--- config.mk ---
export PLATFORM = sky130hd
export DESIGN_NAME = regfile_wr_arbiter_flat
export DESIGN_NICKNAME = d
export VERILOG_FILES = /design/src/rtl/regfile_wr_arbiter_pkg.sv /design/src/rtl/regfile_wr_arbiter_if.sv /design/src/rtl/regfile_wr_arbiter_rr_arb2.sv /design/src/rtl/regfile_wr_arbiter.sv /design/src/flat_wrapper.sv
export SDC_FILE = /design/constraint.sdc
export NUM_CORES = 1
export LEC_CHECK = 0
export BUFFER_PORTS_ARGS = -buffer_cell sky130_fd_sc_hd__buf_4
export CAP_MARGIN = 20
export CORE_AREA = 2 2 75 77
export CTS_CLUSTER_DIAMETER = 40
export DETAILED_ROUTE_END_ITERATION = 16
export DIE_AREA = 0 0 77 79
export PLACE_DENSITY = 0.95
export RECOVER_POWER = 100
export REMOVE_ABC_BUFFERS = 1
export SYNTH_ARGS = -nofsm -noshare
export SYNTH_HDL_FRONTEND = slang
export SYNTH_HIERARCHICAL = 1
export SYNTH_SLANG_ARGS = --single-unit
--- constraint.sdc ---
create_clock -name clk -period 3.08 [get_ports clk]
set_clock_uncertainty 0.05 [all_clocks]
set_input_delay 0.616 -clock clk [delete_from_list [all_inputs] [get_ports clk]]
set_output_delay 0.616 -clock clk [all_outputs]
set_load 0.01 [all_outputs]
--- src/rtl/regfile_wr_arbiter_pkg.sv ---
// Shared CPU register-file constants used by the write-port arbiter.
package regfile_wr_arbiter_pkg;

  localparam int REG_AW  = 5;
  localparam int REG_NUM = 32;

  typedef logic [REG_AW-1:0] reg_addr_t;

  localparam reg_addr_t REG_ZERO = reg_addr_t'(0);

  // Requester indices; requester 1 is the reset owner of the round-robin pointer.
  localparam logic REQ_ALU  = 1'b0;
  localparam logic REQ_LOAD = 1'b1;

endpackage

--- src/rtl/regfile_wr_arbiter_if.sv ---
// Writeback request handshakes plus the decoder/write-data bus of the register file.
interface regfile_wr_arbiter_if
  import regfile_wr_arbiter_pkg::*;
#(
  parameter int DATA_W = 32,
  parameter int CNT_W  = 8
);
  logic              req0_valid;
  reg_addr_t         req0_addr;
  logic [DATA_W-1:0] req0_data;
  logic              req0_ready;

  logic              req1_valid;
  reg_addr_t         req1_addr;
  logic [DATA_W-1:0] req1_data;
  logic              req1_ready;

  logic              stall;

  reg_addr_t         dec_a;
  logic              dec_en;
  logic [DATA_W-1:0] wr_data;
  logic [CNT_W-1:0]  r0_drop_cnt;
  logic              busy;

  // Arbiter side.
  modport slave (
    input  req0_valid, req0_addr, req0_data,
    input  req1_valid, req1_addr, req1_data,
    input  stall,
    output req0_ready, req1_ready,
    output dec_a, dec_en, wr_data, r0_drop_cnt, busy
  );

  // Requester / observer side.
  modport master (
    output req0_valid, req0_addr, req0_data,
    output req1_valid, req1_addr, req1_data,
    output stall,
    input  req0_ready, req1_ready,
    input  dec_a, dec_en, wr_data, r0_drop_cnt, busy
  );

endinterface

--- src/rtl/regfile_wr_arbiter_rr_arb2.sv ---
// Two-input round-robin arbiter: combinational grant plus the last-grant pointer.
module regfile_wr_arbiter_rr_arb2
  import regfile_wr_arbiter_pkg::*;
(
  input  logic       clk,
  input  logic       rst_n,
  input  logic       stall,
  input  logic [1:0] valid,
  output logic [1:0] grant
);

  logic last_grant;

  // Grants are masked by reset so requesters never see ready while held in reset.
  always_comb begin
    grant = 2'b00;
    if (rst_n && !stall) begin
      if (valid == 2'b11) grant = (last_grant == REQ_LOAD) ? 2'b01 : 2'b10;
      else                grant = valid;
    end
  end

  always_ff @(posedge clk or negedge rst_n) begin
    if (!rst_n)      last_grant <= REQ_LOAD;
    else if (|grant) last_grant <= grant[1];
  end

endmodule

--- src/rtl/regfile_wr_arbiter.sv ---
// Register-file write-port arbiter: round-robin between ALU and load writeback, one-cycle strobe.
module regfile_wr_arbiter
  import regfile_wr_arbiter_pkg::*;
#(
  parameter int DATA_W = 32,
  parameter int CNT_W  = 8
)(
  input  logic                 clk,
  input  logic                 rst_n,
  regfile_wr_arbiter_if.slave  bus
);

  localparam logic [0:0] ST_IDLE  = 1'b0;
  localparam logic [0:0] ST_WRITE = 1'b1;

  logic [1:0]        grant;
  logic              xfer;
  reg_addr_t         sel_a;
  logic [DATA_W-1:0] sel_d;
  logic              wr_go;
  logic              drop;

  logic [0:0]        state, state_nxt;
  reg_addr_t         dec_a_q;
  logic [DATA_W-1:0] wr_data_q;
  logic [CNT_W-1:0]  cnt_q;

  regfile_wr_arbiter_rr_arb2 u_arb (
    .clk   (clk),
    .rst_n (rst_n),
    .stall (bus.stall),
    .valid ({bus.req1_valid, bus.req0_valid}),
    .grant (grant)
  );

  assign bus.req0_ready = grant[0];
  assign bus.req1_ready = grant[1];

  assign xfer  = |grant;
  assign sel_a = grant[1] ? bus.req1_addr : bus.req0_addr;
  assign sel_d = grant[1] ? bus.req1_data : bus.req0_data;
  // Register 0 is hardwired: accept the write, never strobe it.
  assign wr_go = xfer && (sel_a != REG_ZERO);
  assign drop  = xfer && (sel_a == REG_ZERO);

  always_comb begin
    state_nxt = ST_IDLE;
    if (wr_go) state_nxt = ST_WRITE;
  end

  always_ff @(posedge clk or negedge rst_n) begin
    if (!rst_n) begin
      state     <= ST_IDLE;
      dec_a_q   <= REG_ZERO;
      wr_data_q <= '0;
      cnt_q     <= '0;
    end else begin
      state <= state_nxt;
      if (wr_go) begin
        dec_a_q   <= sel_a;
        wr_data_q <= sel_d;
      end
      if (drop && (cnt_q != {CNT_W{1'b1}})) cnt_q <= cnt_q + 1'b1;
    end
  end

  assign bus.dec_en      = (state == ST_WRITE);
  assign bus.busy        = (state == ST_WRITE);
  assign bus.dec_a       = dec_a_q;
  assign bus.wr_data     = wr_data_q;
  assign bus.r0_drop_cnt = cnt_q;

endmodule

--- src/flat_wrapper.sv ---
// flat-port wrapper written by rule: the top's interface ports become plain ports
module regfile_wr_arbiter_flat import regfile_wr_arbiter_pkg::*;
#(
  parameter int DATA_W = 32,
  parameter int CNT_W  = 8
)
  (clk, rst_n, bus_req0_valid, bus_req0_addr, bus_req0_data, bus_req1_valid, bus_req1_addr, bus_req1_data, bus_stall, bus_req0_ready, bus_req1_ready, bus_dec_a, bus_dec_en, bus_wr_data, bus_r0_drop_cnt, bus_busy);
  regfile_wr_arbiter_if #(.DATA_W(DATA_W), .CNT_W(CNT_W)) bus_i ();
  input  logic clk;
  input  logic rst_n;
  input wire logic [$bits(bus_i.req0_valid)-1:0] bus_req0_valid;
  input wire logic [$bits(bus_i.req0_addr)-1:0] bus_req0_addr;
  input wire logic [$bits(bus_i.req0_data)-1:0] bus_req0_data;
  input wire logic [$bits(bus_i.req1_valid)-1:0] bus_req1_valid;
  input wire logic [$bits(bus_i.req1_addr)-1:0] bus_req1_addr;
  input wire logic [$bits(bus_i.req1_data)-1:0] bus_req1_data;
  input wire logic [$bits(bus_i.stall)-1:0] bus_stall;
  output wire logic [$bits(bus_i.req0_ready)-1:0] bus_req0_ready;
  output wire logic [$bits(bus_i.req1_ready)-1:0] bus_req1_ready;
  output wire logic [$bits(bus_i.dec_a)-1:0] bus_dec_a;
  output wire logic [$bits(bus_i.dec_en)-1:0] bus_dec_en;
  output wire logic [$bits(bus_i.wr_data)-1:0] bus_wr_data;
  output wire logic [$bits(bus_i.r0_drop_cnt)-1:0] bus_r0_drop_cnt;
  output wire logic [$bits(bus_i.busy)-1:0] bus_busy;
  assign bus_i.req0_valid = bus_req0_valid;
  assign bus_i.req0_addr = bus_req0_addr;
  assign bus_i.req0_data = bus_req0_data;
  assign bus_i.req1_valid = bus_req1_valid;
  assign bus_i.req1_addr = bus_req1_addr;
  assign bus_i.req1_data = bus_req1_data;
  assign bus_i.stall = bus_stall;
  assign bus_req0_ready = bus_i.req0_ready;
  assign bus_req1_ready = bus_i.req1_ready;
  assign bus_dec_a = bus_i.dec_a;
  assign bus_dec_en = bus_i.dec_en;
  assign bus_wr_data = bus_i.wr_data;
  assign bus_r0_drop_cnt = bus_i.r0_drop_cnt;
  assign bus_busy = bus_i.busy;
  regfile_wr_arbiter #(.DATA_W(DATA_W), .CNT_W(CNT_W)) u_core (.clk(clk), .rst_n(rst_n), .bus(bus_i));
endmodule
==> Implementation_results.wiki, run 1 <==
{| class="wikitable"
! Metric !! Value
|-
| Run status || finished, final reports clean
|-
| Netlist area before placement || 2524 sq um
|-
| Count of final hold-check violations || 0
|-
| Period utilization || 85.04%
|-
| Wire length of the first global-routing pass || 9301 um
|-
| Last element of the critical path || u_core/bus.r0_drop_cnt[1]$_DFFE_PN0P_
|-
| Reported leakage power || 0.001498 uW
|-
| Final wirelength || 5903 um
|-
| Final TNS setup || 0 ns
|-
| CTS max path bufs || 2
|-
| Cell area after layout || 3403 sq um
|-
| Total number of nets in the final design || 385
|-
| Min cycle time layout || 2.619 ns
|-
| Maximum fanout along the worst path || 26
|-
| Placed instance area || 3556 sq um
|-
| Core ar. || 5338 sq um
|-
| Drt initial violations || 90
|-
| 1st-pass router iterations || 4
|-
| Synth Warn # || 6
|-
| Number of levels in the clock H-tree || 2
|-
| Die outline width || 77 um
|-
| Total number of clock tree sinks || 47
|-
| Later-pin clock latency in the skew report || 0.29 ns
|-
| Library cells used by synthesis || 31
|-
| Die area || 6083 sq um
|-
| Synthesis-to-finish area growth || 34.85%
|-
| Number of gates resized after CTS || 0
|-
| Residual DRC count || 0
|-
| Remaining max-slew budget at the tightest pin || 22.84%
|-
| WL/cell || 15.62 um
|-
| Vias/cell || 4.963
|-
| HP Class || reg2reg
|-
| Unrepaired setup endpoints after global routing || false
|-
| Arr. time, crit path || 2.75 ns
|-
| Number of antenna violations at the first check in global routing || 0
|-
| Critical path startpoint || bus_stall
|-
| Count of state elements after synthesis || 47
|-
| Residual antenna-violating net count after detailed routing || 0
|-
| Final worst setup slack || 0.4608 ns
|-
| Actual transition at the worst max-transition pin || 1.157 ns
|-
| Sequential element share of the synthesized area || 46.65%
|-
| Minimum hold slack || 0.4506 ns
|-
| Final setup violation count || 0
|-
| Total Power Consumption || 1831 uW
|-
| Crit start category || input port
|-
| Antenna diode instance count || 0
|-
| Effective utilization at floorplan || 47.28%
|-
| Buffers added on ports || 127
|-
| Number of buffers added by the clock tree synthesis step || 5
|-
| Floorplan die height || 79 um
|-
| Depth of the worst register-to-register path || 5
|-
| Max-slew violation count || 0
|-
| Capture instance of the worst register-to-register path || u_core/bus.wr_data[28]$_DFFE_PN0P_
|-
| Post-place setup slack || 0.2679 ns
|-
| Type of element capturing the critical path || register
|-
| Origin of the critical flop-to-flop path || u_core/u_arb/last_grant$_DFFE_PN1P_
|-
| Slowest Stage Delay on Critical Path || 0.59 ns
|-
| Routed via count || 1,876
|-
| Power per unit of standard cell area || 538.1 nW/um^2
|-
| Gp weighted congestion || 0.7875
|-
| Required time at the endpoint of the critical path || 3.21 ns
|-
| Overall Global Routing Usage || 19.04%
|-
| Hold buffer count at CTS || 0
|-
| Maximum VDD drop || 271.0 uV
|-
| CTS tree || yes
|-
| Maximum clock frequency || 381.8 MHz
|-
| Row count || 27
|-
| Worst reg2reg setup slack || 0.54 ns
|-
| Overflow left after global routing || 0
|-
| Clock edge transition at the registers on the reported setup and hold paths || 0.10 ns
|-
| Number of buffers inserted by post-CTS setup repair || 0
|-
| Detailed Place HPWL || 4613 um
|-
| Largest net degree at the start of global routing || 49
|-
| Critical Setup Path Class || in2reg
|-
| Vias in the first global route || 1,987
|-
| Count of pins on the block boundary || 128
|-
| Synthesized instance count || 175
|-
| Clock Root Buffer || sky130_fd_sc_hd__clkbuf_8
|-
| Cells traversed along the worst timing path || clkbuf_1 -> nand3b_1 -> a21oi_4 -> clkbuf_2 -> nor2_1 -> a211oi_1 -> mux2_2
|-
| Slowest CP cell || sky130_fd_sc_hd__clkbuf_2
|-
| Maximum Capacitance Violations || 0
|-
| Layout cell share with drive strength beyond 1 || 50.98%
|-
| Per-instance average area after synthesis || 14.42 sq um
|}
==> area by class of cell <==
class / count / area, sq um
clock buffer: 5 / 68.82
clock inverter: 3 / 47.55
fill: 456 / 1934
inverter: 2 / 7.507
multi-input combinational: 116 / 1194
sequential: 47 / 1177
tap: 72 / 90.09
timing repair buffer: 133 / 818.3
==> flip-flops by register name (all words and copies together) (netlist names) <==
register / flops
u_core/bus.busy: 1
u_core/bus.dec_a: 5
u_core/bus.r0_drop_cnt: 8
u_core/bus.wr_data: 32
u_core/u_arb/last_grant: 1
==> synthesized netlist by cell type (all sizes together) <==
cell type | instances | share of area, %
nand2b | 2 | 0.50
o21ai | 3 | 0.74
buf | 6 | 2.9
dfstp | 1 | 1.0
and4b | 1 | 0.40
o2111ai | 1 | 0.35
nor3 | 2 | 0.40
a21oi | 3 | 0.59
nor3b | 2 | 0.79
nor2 | 3 | 0.45
ha | 1 | 0.50
a211oi | 1 | 0.50
clkbuf | 4 | 0.59
nor4b | 1 | 0.94
nor4 | 5 | 1.8
inv | 2 | 0.30
o211ai | 1 | 0.30
dfrtp | 46 | 46
nand2 | 2 | 0.30
nand3 | 3 | 0.59
xor2 | 4 | 1.4
o22ai | 1 | 0.79
mux2 | 78 | 38
nand3b | 2 | 0.59
==> power by group <==
part / leakage (uW) / total (uW) / internal [uW] / switching (uW)
Sequential: 0.000568 / 854 / 768 / 86.4
Combinational: 0.000872 / 519 / 265 / 254
Clock: 0.0000587 / 458 / 246 / 212
==> routing by layer <==
layer	wire [um]	GRT usage, %	part of all wire (%)	vias to the layer above
li1	-	-	-	904
met1	2267	22.33	38	893
met2	3255	35.88	55	75
met3	344	3.750	5.8	4
met4	36	4.643	0.61	0
met5	0	0	0	-
==> how the worst min path moves through the flow <==
stage / from / endpoint / slack [ns] / depth (start not counted)
after CTS: rst_n / u_core/bus.dec_a[3]$_DFFE_PN0P_ / 0.39 / 2
after detailed placement: u_core/bus.wr_data[24]$_DFFE_PN0P_ / u_core/bus.wr_data[24]$_DFFE_PN0P_ / 0.44 / 1
after floorplan: rst_n / u_core/bus.busy$_DFF_PN0_ / 0.27 / 0
after global placement: u_core/bus.r0_drop_cnt[5]$_DFFE_PN0P_ / u_core/bus.r0_drop_cnt[5]$_DFFE_PN0P_ / 0.44 / 1
after global routing: u_core/bus.wr_data[15]$_DFFE_PN0P_ / u_core/bus.wr_data[15]$_DFFE_PN0P_ / 0.47 / 1
final: u_core/bus.wr_data[15]$_DFFE_PN0P_ / u_core/bus.wr_data[15]$_DFFE_PN0P_ / 0.45 / 1
==> cells in the final DEF (no fill, tap or decap), drive strengths merged <==
cell     synthesis  layout
bufinv           0       1
and4b            1       1
o211ai           1       1
o22ai            1       1
dfrtp           46      46
nor3b            2       2
xor2             4       4
clkinv           0       1
nand2            2       2
nor4             5       5
o2111ai          1       1
a211oi           1       1
buf              6      81
a21oi            3       3
o21ai            3       3
dfstp            1       1
ha               1       1
nor4b            1       1
clkbuf           4      57
nand2b           2       2
mux2            78      78
nor2             3       3
nand3b           2       2
nor3             2       2
inv              2       3
nand3            3       3
==> logic make-up after synthesis <==
kind of cell / after synthesis / synth area share [%]
muxes: 78 / 37.63
DFF: 47 / 46.65
and+or+nand+nor: 23 / 6.792
buffers and inverters: 12 / 3.768
AOI/OAI and AO/OA: 10 / 3.272
xor gates and xnor gates: 4 / 1.388
adders and majority gates: 1 / 0.4957
==> critical path: cells and delay by family <==
| family | cells | cell delay, ns |
|---|---|---|
| compound gates | 2 | 0.63 |
| buf+inv | 2 | 0.68 |
| mux | 1 | 0.39 |
| simple gates | 2 | 0.44 |
==> through the flow <==
step                      util [%]  cells
after global placement       66.62    370
after floorplan                  -    165
after global routing         63.76    378
after detailed placement     66.62    370
after CTS                    68.80    378
final                        63.76    378
(Power assumes the default switching activity.)
==> run 2, diff against run 1 <==
--- a/config.mk
+++ b/config.mk
@@ -8,6 +8,7 @@
 export BUFFER_PORTS_ARGS = -buffer_cell sky130_fd_sc_hd__buf_4
 export CAP_MARGIN = 20
 export CORE_AREA = 2 2 75 77
+export CTS_BUF_LIST = sky130_fd_sc_hd__clkbuf_4
 export CTS_CLUSTER_DIAMETER = 40
 export DETAILED_ROUTE_END_ITERATION = 16
 export DIE_AREA = 0 0 77 79
==> Implementation_results.wiki, run 2 (synthesis gave the netlist of run 1 again) <==
{| class="wikitable"
! Metric !! Value
|-
| Run status || finished, final reports clean
|-
| Slowest CP cell || sky130_fd_sc_hd__clkbuf_2
|-
| Critical Setup Path Class || in2out
|-
| Die area || 6083 sq um
|-
| Core ar. || 5338 sq um
|-
| Register share of total power || 48.5%
|-
| Gp weighted congestion || 0.7875
|-
| WL/cell || 15.69 um
|-
| Min cycle time layout || 2.651 ns
|-
| Later-pin clock latency in the skew report || 0.36 ns
|-
| Die outline width || 77 um
|-
| Filler Cells Inserted || 456
|-
| CTS max path bufs || 2
|-
| Top library cells by usage in the layout, fill and taps aside || sky130_fd_sc_hd__buf_4 (82), sky130_fd_sc_hd__mux2_2 (59), sky130_fd_sc_hd__clkbuf_1 (48)
|-
| Total number of nets in the final design || 385
|-
| Number of gates resized after CTS || 0
|-
| Internal Pwr Total || 1211 uW
|-
| Buffers added on ports || 127
|-
| 1st-pass router iterations || 4
|-
| Number of antenna violations at the first check in global routing || 0
|-
| Clock edge transition at the registers on the reported setup and hold paths || 0.16 ns
|-
| Slowest Stage Delay on Critical Path || 0.59 ns
|-
| HP Class || reg2reg
|-
| Crit start category || input port
|-
| Drt initial violations || 107
|-
| Unrepaired setup endpoints after global routing || false
|-
| Power per unit of standard cell area || 522.2 nW/um^2
|-
| Detailed Place HPWL || 4613 um
|-
| Number of levels in the clock H-tree || 2
|-
| Wire length of the first global-routing pass || 9301 um
|-
| Buffers and inverters on the worst path || 3
|-
| Total Power Consumption || 1759 uW
|-
| Remaining max-slew budget at the tightest pin || 22.19%
|-
| Maximum clock frequency || 377.2 MHz
|-
| Number of buffers added by the clock tree synthesis step || 5
|-
| Required time at the endpoint of the critical path || 2.41 ns
|-
| Vias/cell || 5.019
|-
| Count of final hold-check violations || 0
|-
| Maximum fanout along the worst path || 26
|-
| Type of element capturing the critical path || output port
|-
| Most used cell along the critical path || sky130_fd_sc_hd__buf_4
|-
| Antenna diode instance count || 0
|-
| Overall Global Routing Usage || 19.27%
|-
| Residual antenna-violating net count after detailed routing || 0
|-
| Number of buffers inserted by post-CTS setup repair || 0
|-
| Net Sw Frac || 31.17%
|-
| Arr. time, crit path || 1.99 ns
|-
| Maximum Capacitance Violations || 0
|-
| Max FFs per register || 32
|-
| Max-slew violation count || 0
|-
| Cell family with the largest share of critical-path delay || buffers and inverters
|-
| Final setup violation count || 0
|-
| Total number of clock tree sinks || 47
|-
| Layout cell share with drive strength beyond 1 || 51.63%
|-
| Cells traversed along the worst timing path || buf_4 -> nand3b_1 -> a21oi_4 -> clkbuf_2 -> buf_4
|-
| Part of the total power dissipated in the clock network || 21.9%
|-
| Count of pins on the block boundary || 128
|-
| Overflow left after global routing || 0
|-
| Combinational share of power || 29.6%
|-
| Maximum VDD drop || 320.7 uV
|-
| Residual DRC count || 0
|-
| Actual transition at the worst max-transition pin || 1.167 ns
|-
| Placed instance area || 3556 sq um
|-
| Reported leakage power || 0.001496 uW
|-
| Final wirelength || 5930 um
|-
| Synthesis-to-finish area growth || 33.47%
|-
| Final TNS setup || 0 ns
|-
| Effective utilization at floorplan || 47.28%
|-
| Clock Root Buffer || sky130_fd_sc_hd__clkbuf_4
|-
| Routed via count || 1,897
|-
| Vias in the first global route || 1,986
|-
| CTS tree || yes
|-
| Net switching component of the power || 548.2 uW
|-
| Row count || 27
|-
| Cell area after layout || 3368 sq um
|-
| Floorplan die height || 79 um
|-
| Hold buffer count at CTS || 0
|-
| Largest net degree at the start of global routing || 49
|-
| Most frequent standard cell in the layout excluding fill and tap cells || sky130_fd_sc_hd__buf_4
|-
| Period utilization || 86.07%
|}
[run 2: cell types whose count changed in the layout (fill, tap and decap cells not counted)]
cell / previous run / this run
sky130_fd_sc_hd__nor4_1: 4 / 5
sky130_fd_sc_hd__nor4_4: 1 / 0
sky130_fd_sc_hd__clkbuf_8: 5 / 0
sky130_fd_sc_hd__mux2_1: 19 / 18
sky130_fd_sc_hd__buf_4: 80 / 82
sky130_fd_sc_hd__clkbuf_4: 0 / 5
sky130_fd_sc_hd__mux2_4: 0 / 1
sky130_fd_sc_hd__clkbuf_1: 50 / 48
[run 2: area by class of cell]
type / instances / area [sq um] / area share, %
multi-input combinational: 116 / 1182 / 35.10
sequential: 47 / 1177 / 34.96
timing repair buffer: 133 / 825.8 / 24.52
tap: 72 / 90.09 / 2.675
clock inverter: 3 / 47.55 / 1.412
clock buffer: 5 / 37.54 / 1.114
inverter: 2 / 7.507 / 0.2229
[run 2: routing by layer]
layer,track usage (%),vias up,routed length (um)
li1,-,902,-
met1,22.40,907,2243
met2,35.53,82,3244
met3,5.114,6,389
met4,4.643,0,52
met5,0,-,0
[run 2: through the flow]
step           instances  hold slack [ns]  util [%]  setup WS (ns)
6_report             378           0.4633     63.10         0.4290
5_1_grt              378           0.4843     63.10         0.2765
4_1_cts              378           0.2917     68.21         0.6064
3_5_place_dp         370           0.4446     66.62         0.2679
3_3_place_gp         370           0.4393     66.62         0.3384
2_1_floorplan        165           0.2704         -         -2.106
[run 2: power groups by stage]
stage               logic, uW  registers [uW]  clock network, uW
floorplan                 260             928                  0
global placement          687             867                  0
detailed placement        712             871                  0
CTS                       711             863                399
global route              565             876                422
finish                    521             853                384
[run 2: path summary, 6_finish.rpt]
kind / start / end / slack (ns) / cells after the start
worst max-delay path: bus_stall / bus_req1_ready / 0.43 / 5
worst min-delay path: u_core/bus.wr_data[15]$_DFFE_PN0P_ / u_core/bus.wr_data[15]$_DFFE_PN0P_ / 0.46 / 1
worst max register to register: u_core/u_arb/last_grant$_DFFE_PN1P_ / u_core/bus.wr_data[28]$_DFFE_PN0P_ / 0.43 / 7
worst min register to register: u_core/bus.wr_data[15]$_DFFE_PN0P_ / u_core/bus.wr_data[15]$_DFFE_PN0P_ / 0.46 / 1
max in group asynchronous: rst_n / u_core/bus.dec_a[0]$_DFFE_PN0P_ / 1.67 / 2
min in group asynchronous: rst_n / u_core/bus.r0_drop_cnt[6]$_DFFE_PN0P_ / 0.57 / 2
